$ cat config.mk
export PLATFORM = sky130hd
export DESIGN_NAME = pipeline_hazard_ctrl
export DESIGN_NICKNAME = d
export VERILOG_FILES = /design/src/rtl/pipeline_hazard_ctrl.sv
export SDC_FILE = /design/constraint.sdc
export NUM_CORES = 1
export LEC_CHECK = 0
export ABC_CLOCK_PERIOD_IN_PS = 5100
export CAP_MARGIN = 0
export CORE_AREA = 3 3 105 107
export DETAILED_ROUTE_END_ITERATION = 10
export DIE_AREA = 0 0 108 110
export PLACE_DENSITY = 0.73
export SETUP_SLACK_MARGIN = 0.5
export SLEW_MARGIN = 0
export SYNTH_ARGS = -nofsm -noshare
export SYNTH_HDL_FRONTEND = slang
export SYNTH_SLANG_ARGS = --single-unit
$ cat constraint.sdc
create_clock -name clk -period 5.1 [get_ports clk]
set_input_delay 0.51 -clock clk [delete_from_list [all_inputs] [get_ports clk]]
set_output_delay 0.51 -clock clk [all_outputs]
set_load 0.01 [all_outputs]
$ cat src/rtl/pipeline_hazard_ctrl.sv
// Hazard controller for the 5-stage pipeline.
// Generates the stall and flush controls for the pipeline registers and the
// EX-stage forwarding selects. It also sequences the post-reset flush,
// load-use bubbles, taken-branch flushes and data-memory wait states with a
// timeout, and keeps saturating stall/flush counters.
module pipeline_hazard_ctrl #(
    parameter int unsigned INIT_CYCLES = 2,
    parameter int unsigned MEM_TIMEOUT = 16,
    parameter int unsigned CNT_W       = 32
) (
    input  logic             clk,
    input  logic             rst,
    input  logic [4:0]       Rs1D,
    input  logic [4:0]       Rs2D,
    input  logic [4:0]       Rs1E,
    input  logic [4:0]       Rs2E,
    input  logic [4:0]       RdE,
    input  logic [4:0]       RdM,
    input  logic [4:0]       RdW,
    input  logic [1:0]       resultSrcE,
    input  logic             regWriteM,
    input  logic             regWriteW,
    input  logic             PCSrcE,
    input  logic             memReqM,
    input  logic             memReadyM,
    output logic             stallF,
    output logic             stallD,
    output logic             stallE,
    output logic             stallM,
    output logic             flushD,
    output logic             flushE,
    output logic             flushW,
    output logic [1:0]       forwardAE,
    output logic [1:0]       forwardBE,
    output logic             memErr,
    output logic [CNT_W-1:0] stallCnt,
    output logic [CNT_W-1:0] flushCnt
);

    localparam int unsigned IW = (INIT_CYCLES > 1) ? $clog2(INIT_CYCLES) : 1;
    localparam int unsigned WW = $clog2(MEM_TIMEOUT);

    typedef enum logic [1:0] {
        S_INIT,
        S_RUN,
        S_MEM_WAIT
    } state_t;

    state_t           state_q, state_d;
    logic [IW-1:0]    initCnt_q, initCnt_d;
    logic [WW-1:0]    waitCnt_q, waitCnt_d;
    logic             memErr_q, memErr_d;
    logic [CNT_W-1:0] stallCnt_q, flushCnt_q;
    logic             flushEvt;
    logic             lwStall;

    assign lwStall = (resultSrcE == 2'b01) && (RdE != 5'd0) &&
                     ((RdE == Rs1D) || (RdE == Rs2D));

    // Operand forwarding: the younger MEM-stage result wins over WB; x0 never forwards.
    always_comb begin
        forwardAE = 2'b00;
        forwardBE = 2'b00;
        if (regWriteM && (RdM != 5'd0) && (RdM == Rs1E))      forwardAE = 2'b10;
        else if (regWriteW && (RdW != 5'd0) && (RdW == Rs1E)) forwardAE = 2'b01;
        if (regWriteM && (RdM != 5'd0) && (RdM == Rs2E))      forwardBE = 2'b10;
        else if (regWriteW && (RdW != 5'd0) && (RdW == Rs2E)) forwardBE = 2'b01;
    end

    // Next-state and stall/flush decode; reset forces the INIT flush pattern immediately.
    always_comb begin
        state_d   = state_q;
        initCnt_d = initCnt_q;
        waitCnt_d = waitCnt_q;
        memErr_d  = memErr_q;
        stallF    = 1'b0;
        stallD    = 1'b0;
        stallE    = 1'b0;
        stallM    = 1'b0;
        flushD    = 1'b0;
        flushE    = 1'b0;
        flushW    = 1'b0;
        flushEvt  = 1'b0;
        unique case (state_q)
            S_INIT: begin
                flushD    = 1'b1;
                flushE    = 1'b1;
                initCnt_d = initCnt_q + 1'b1;
                if (initCnt_q == IW'(INIT_CYCLES - 1)) state_d = S_RUN;
            end
            S_RUN: begin
                if (memReqM && !memReadyM) begin
                    stallF    = 1'b1;
                    stallD    = 1'b1;
                    stallE    = 1'b1;
                    stallM    = 1'b1;
                    flushW    = 1'b1;
                    waitCnt_d = WW'(1);
                    state_d   = S_MEM_WAIT;
                end else if (PCSrcE) begin
                    flushD   = 1'b1;
                    flushE   = 1'b1;
                    flushEvt = 1'b1;
                end else if (lwStall) begin
                    stallF = 1'b1;
                    stallD = 1'b1;
                    flushE = 1'b1;
                end
            end
            S_MEM_WAIT: begin
                stallF = 1'b1;
                stallD = 1'b1;
                stallE = 1'b1;
                stallM = 1'b1;
                flushW = 1'b1;
                if (memReadyM) begin
                    waitCnt_d = '0;
                    state_d   = S_RUN;
                end else if (waitCnt_q == WW'(MEM_TIMEOUT - 1)) begin
                    memErr_d  = 1'b1;
                    waitCnt_d = '0;
                    state_d   = S_RUN;
                end else begin
                    waitCnt_d = waitCnt_q + 1'b1;
                end
            end
            default: state_d = S_INIT;
        endcase
        if (!rst) begin
            stallF   = 1'b0;
            stallD   = 1'b0;
            stallE   = 1'b0;
            stallM   = 1'b0;
            flushW   = 1'b0;
            flushD   = 1'b1;
            flushE   = 1'b1;
            flushEvt = 1'b0;
        end
    end

    // State and counter registers with synchronous active-low reset.
    always_ff @(posedge clk) begin
        if (!rst) begin
            state_q    <= S_INIT;
            initCnt_q  <= '0;
            waitCnt_q  <= '0;
            memErr_q   <= 1'b0;
            stallCnt_q <= '0;
            flushCnt_q <= '0;
        end else begin
            state_q   <= state_d;
            initCnt_q <= initCnt_d;
            waitCnt_q <= waitCnt_d;
            memErr_q  <= memErr_d;
            if (stallF && (stallCnt_q != '1))   stallCnt_q <= stallCnt_q + 1'b1;
            if (flushEvt && (flushCnt_q != '1)) flushCnt_q <= flushCnt_q + 1'b1;
        end
    end

    assign memErr   = memErr_q;
    assign stallCnt = stallCnt_q;
    assign flushCnt = flushCnt_q;

endmodule

==> After elaboration in Yosys (flattened, before gate mapping) <==
Cells that the tools add are included.
{ "op_classes": {"addsub": 4, "muxes": 31, "n_eq_ne": 15, "reduce_logical": 21, "n_bitwise": 1} }
{ "op_table": {"columns": ["operator", "count"], "rows": [
  ["32-bit by 1-bit adder with 32-bit output, second input constant", 2],
  ["32-bit inequality test, second input constant", 2],
  ["5-bit equality test", 6],
  ["1-bit two-way mux", 16],
  ["5-bit nonzero test", 3],
  ["2-bit two-way mux", 6],
  ["4-bit two-way mux", 3],
  ["1-bit logical AND", 11],
  ["1-bit case mux with 2 select lines", 4],
  ["4-bit case mux with 2 select lines", 1],
  ["2-bit case mux with 3 select lines", 1],
  ["3-bit AND reduction", 2],
  ["4-bit by 1-bit adder with 4-bit output, second input constant", 1],
  ["2-bit by 1-bit equality test with 1-bit output, second input constant", 2],
  ["4-bit equality test, second input constant", 1],
  ["2-bit inequality test, second input constant", 2],
  ["3-bit inequality test, second input constant", 1],
  ["2-bit equality test, second input constant", 1],
  ["2-bit logical NOT", 1],
  ["2-bit AND reduction", 1],
  ["2-bit nonzero test", 1],
  ["1-bit adder, second input constant", 1],
  ["1-bit logical NOT", 1],
  ["1-bit logical OR", 1],
  ["1-bit NOT", 1]
]} }
{ "totals": {"output_inout_bits": 76, "ff_bits": 72, "wordCells": 78, "inputBits": 44} }

==> Depth between registers and ports, before layout <==
{ "depth": {"word_depth": 9, "mapped_depth": 9, "mapped_depth_nobuf": 8} }

==> Worst setup path before layout <==
OpenSTA, ideal clock, no wires.
{ "synth_path": {"kind": "in2out", "start": "in RdE[1]", "end": "out stallF", "t_arrival_ns": 1.874, "required_time_ns": 4.590, "n_path_buf": 2, "cell_stages": 7, "slack_ns": 2.716, "path_cell_list": "or4_1 > nor2_1 > nor3b_1 > a31oi_1 > buf_2 > inv_1 > buf_4"} }
{ "synth_between": {"elab_chain_len": 8, "elab_cells_between_ends": 11, "cone_classes": "2 x eq/ne; 5 x mux; 4 x reduce/logical"} }
{ "synth_rtl": {"columns": ["element", "line", "rtl"], "rows": [
  ["start, declared", "17", "input logic [4:0] RdE,"],
  ["5-bit equality test or 5-bit nonzero test (tied branches)", "58, 57", null],
  ["1-bit logical OR or 1-bit logical AND (tied branches)", "58, 57", null],
  ["1-bit logical AND *", "57", "assign lwStall = (resultSrcE == 2'b01) && (RdE != 5'd0) &&"],
  ["1-bit two-way mux * (3 in series)", null, null],
  ["1-bit case mux with 2 select lines *", null, null],
  ["1-bit two-way mux *", null, null],
  ["end, declared", "26", "output logic stallF,"]
]} }
Mark *: on every way between the ends. The rest lies on a longest branch, timed or not.

==> Worst setup path in the final report <==
{ "layout_path": {"start": "in RdE[1]", "end": "out stallD"} }
{ "layout_between": {"elab_chain_len": 8, "elab_cells_between_ends": 11, "cone_classes": "2 x eq/ne; 5 x mux; 4 x reduce/logical"} }
{ "layout_rtl": {"columns": ["element", "line", "rtl"], "rows": [
  ["5-bit equality test or 5-bit nonzero test (tied branches)", "58, 57", null],
  ["1-bit logical OR or 1-bit logical AND (tied branches)", "58, 57", null],
  ["1-bit logical AND *", "57", null],
  ["1-bit two-way mux *", "104", "end else if (lwStall) begin"],
  ["1-bit two-way mux *", "100", "end else if (PCSrcE) begin"],
  ["1-bit two-way mux *", "92", "if (memReqM && !memReadyM) begin"],
  ["1-bit case mux with 2 select lines *", "84", "unique case (state_q)"],
  ["1-bit two-way mux *", "129", "if (!rst) begin"],
  ["end, declared", "27", "output logic stallD,"]
]} }
Marks and branches as above.

==> flow_summary.json <==
{
  "hold_path_class": "flop to flop",
  "wirelength_um": 11300,
  "fin_area_mm2": 0.00567,
  "hpwl_um": 8210,
  "dieArea_mm2": 0.0119,
  "synthXorXnorAreaFrac": 0.111,
  "cts_sinks": 72,
  "grt_use_total": 0.190,
  "synth-simple-area-share": 0.342,
  "min_period_over_period": 0.776,
  "rows": 37,
  "ys_top_cells_by_area": "dfxtp_1 35%, xnor2_1 8.2%, or4_1 4.1%",
  "die_w_um": 108,
  "yosysTopAreaCell": "dfxtp_1",
  "cts_root_buf": "clkbuf_8",
  "cts_resized": 0,
  "postCtsSetupBuffers": 0,
  "vias_per_cell": 5.50,
  "layout_commonest_cell": "clkdlybuf4s50_1",
  "yosys.area_share.adder": 0.0180,
  "drt-pass1-iter-count": 4,
  "status": "finished clean",
  "placed_area_mm2": 0.00542,
  "yosys_warnings": 0,
  "synth_cell_types": 48,
  "required_ns": 4.59,
  "cts_tree": "done",
  "clk-insertion-delay-late_ns": 0.34,
  "routedWlPerCell_um": 15.0,
  "synth.net_count": 556,
  "numCtsBuffers": 9,
  "critical-path-top-delay-family": "buffers and inverters",
  "p_leak_nw": 1.84,
  "path_common_cell": "clkdlybuf4s50_1",
  "fp.dieH_um": 110,
  "worst_slew_pin_slew_ns": 1.12,
  "postCtsHoldBufs": 0,
  "drc": 0,
  "synth_edf_count": 0,
  "max_freq_ghz": 0.253,
  "final_antenna_net_count": 0,
  "drive_gt1_frac": 0.0455,
  "start_kind": "input pin",
  "path_clk_slew_ns": 0.07,
  "seq_area_frac_synth": 0.345,
  "path_buf_inv": 3,
  "synth_area_mm2": 0.00417,
  "io_buffers": 119,
  "path_class": "input pin to output port",
  "ys_seq_elements": 72,
  "core_area_mm2": 0.0102,
  "fillCellCount": 948,
  "maxCapViolations": 0,
  "grt_max_degree": 54,
  "avgSynthCellArea_um2": 8.25,
  "layout_common_cells": "119 x clkdlybuf4s50_1, 72 x dfxtp_1, 45 x nand2_1",
  "rsz0062_at_grt": "false",
  "relSlewSlack": 0.251,
  "synth_ff_type": "dfxtp_1",
  "finClkSkew_ns": 0.0103,
  "synthArstFlopShare": 0,
  "vdd_ir_drop_max_mv": 0.147,
  "setup_viol": 0,
  "num_io_pins": 120,
  "grt-ovfl-total": 0,
  "period_needed_ns": 3.96,
  "cts_buffer_depth": 2,
  "drv_slew": 0,
  "cp-end-kind": "output port",
  "h-tree-depth": 3,
  "path_cells": "clkdlybuf4s50_1, or4_1, nor2_1, nor3b_1, a31oi_4, inv_1, clkdlybuf4s50_1",
  "muxShareOfSynthArea": 0.0360,
  "slowest_stage": "a31oi_4",
  "finalPower_mw": 1.40,
  "first_global_vias": 3942,
  "finalWeightedCongestion": 0.840,
  "antenna-diode-count": 0,
  "synth_compound_area_frac": 0.106,
  "power_density_mw_per_mm2": 247,
  "cp_max_fo": 48,
  "yosysTopAreaCellShare": 0.345,
  "antenna_found_initial": 0,
  "netlist_instances": 506,
  "dr_total_vias": 4132,
  "nets": 660,
  "fin_tns_setup_ns": 0,
  "critical-path-max-stage-delay_ns": 0.87,
  "synth_top_family_by_area": "simple AND/OR/NAND/NOR gates",
  "initial_core_util": 0.408,
  "grt_pass1_wl_um": 18600,
  "area_growth_pct": 35.8,
  "hold_viol_final": 0,
  "detail_route.iter0.violations": 163,
  "arrival_ns": 3.45
}
-- registers in the layout, indices dropped and copies added, names as in the netlist --
| register | flops |
|---|---|
| state_q | 2 |
| waitCnt_q | 4 |
| memErr | 1 |
| initCnt_q | 1 |
| flushCnt | 32 |
| stallCnt | 32 |
-- synthesized netlist by cell type (5+ instances only) --
master and number:
nand2b_1 12, inv_1 7, nand2_1 45, nand3_1 32
or4_1 23, nor3b_1 5, buf_4 6, nor4_1 11
nor2_1 38, ha_1 6, clkbuf_1 16, buf_2 5
xor2_1 14, dfxtp_1 72, nor3_1 22, o21ai_0 12
and3_1 15, mux2i_1 15, a21oi_1 26, xnor2_1 39
o31ai_1 18, nand4_1 24, or3_1 5
-- final cells by class --
| cell class | instances | area (um2) | area share |
|---|---|---|---|
| multi-input combinational | 398 | 2570 | 0.454 |
| sequential | 72 | 1440 | 0.254 |
| tap | 136 | 170 | 0.0300 |
| timing repair buffer | 121 | 1210 | 0.213 |
| inverter | 8 | 30.0 | 0.00530 |
| clock buffer | 11 | 141 | 0.0249 |
| clock inverter | 5 | 104 | 0.0183 |
-- stage by stage --
stage,hold slack [ns],utilization,instances,setup slack (ns)
after floorplan,0.449,-,506,2.72
after global placement,0.453,0.530,735,1.19
after detailed placement,0.456,0.530,735,1.13
after CTS,0.488,0.554,751,1.14
after global routing,0.507,0.554,751,0.874
final,0.478,0.554,751,1.14
-- power breakdown --
part	total [mW]	leakage [nW]	switching, mW	internal [mW]
logic	0.253	1.13	0.130	0.123
clock network	0.557	0.124	0.218	0.339
registers	0.592	0.581	0.0139	0.578
total	1.40	1.84	0.362	1.04
-- cells by family after synthesis --
family	count (synthesis)
and+or+nand+nor	253
DFF	72
AOI/OAI and AO/OA	71
xor gates and xnor gates	53
buffers and inverters	36
muxes	15
adders and majority gates	6
-- per-layer routing --
layer,up-vias,wire length (um),GRT usage,part of all wire
met5,-,0,0,0
met4,0,283,0.0748,0.025
met3,26,534,0.0326,0.047
met2,118,5540,0.329,0.49
met1,1921,4900,0.236,0.44
li1,2067,-,-,-
-- final timing paths --
check	depth (start not counted)	startpoint	slack, ns	endpoint
worst max register to register	6	flushCnt[3]	2.21	flushCnt[16]
worst min register to register	1	memErr	0.48	memErr
worst max-delay path	7	RdE[1]	1.14	stallD
worst min-delay path	1	memErr	0.48	memErr
Note: power is estimated with default switching activity, not from simulation.
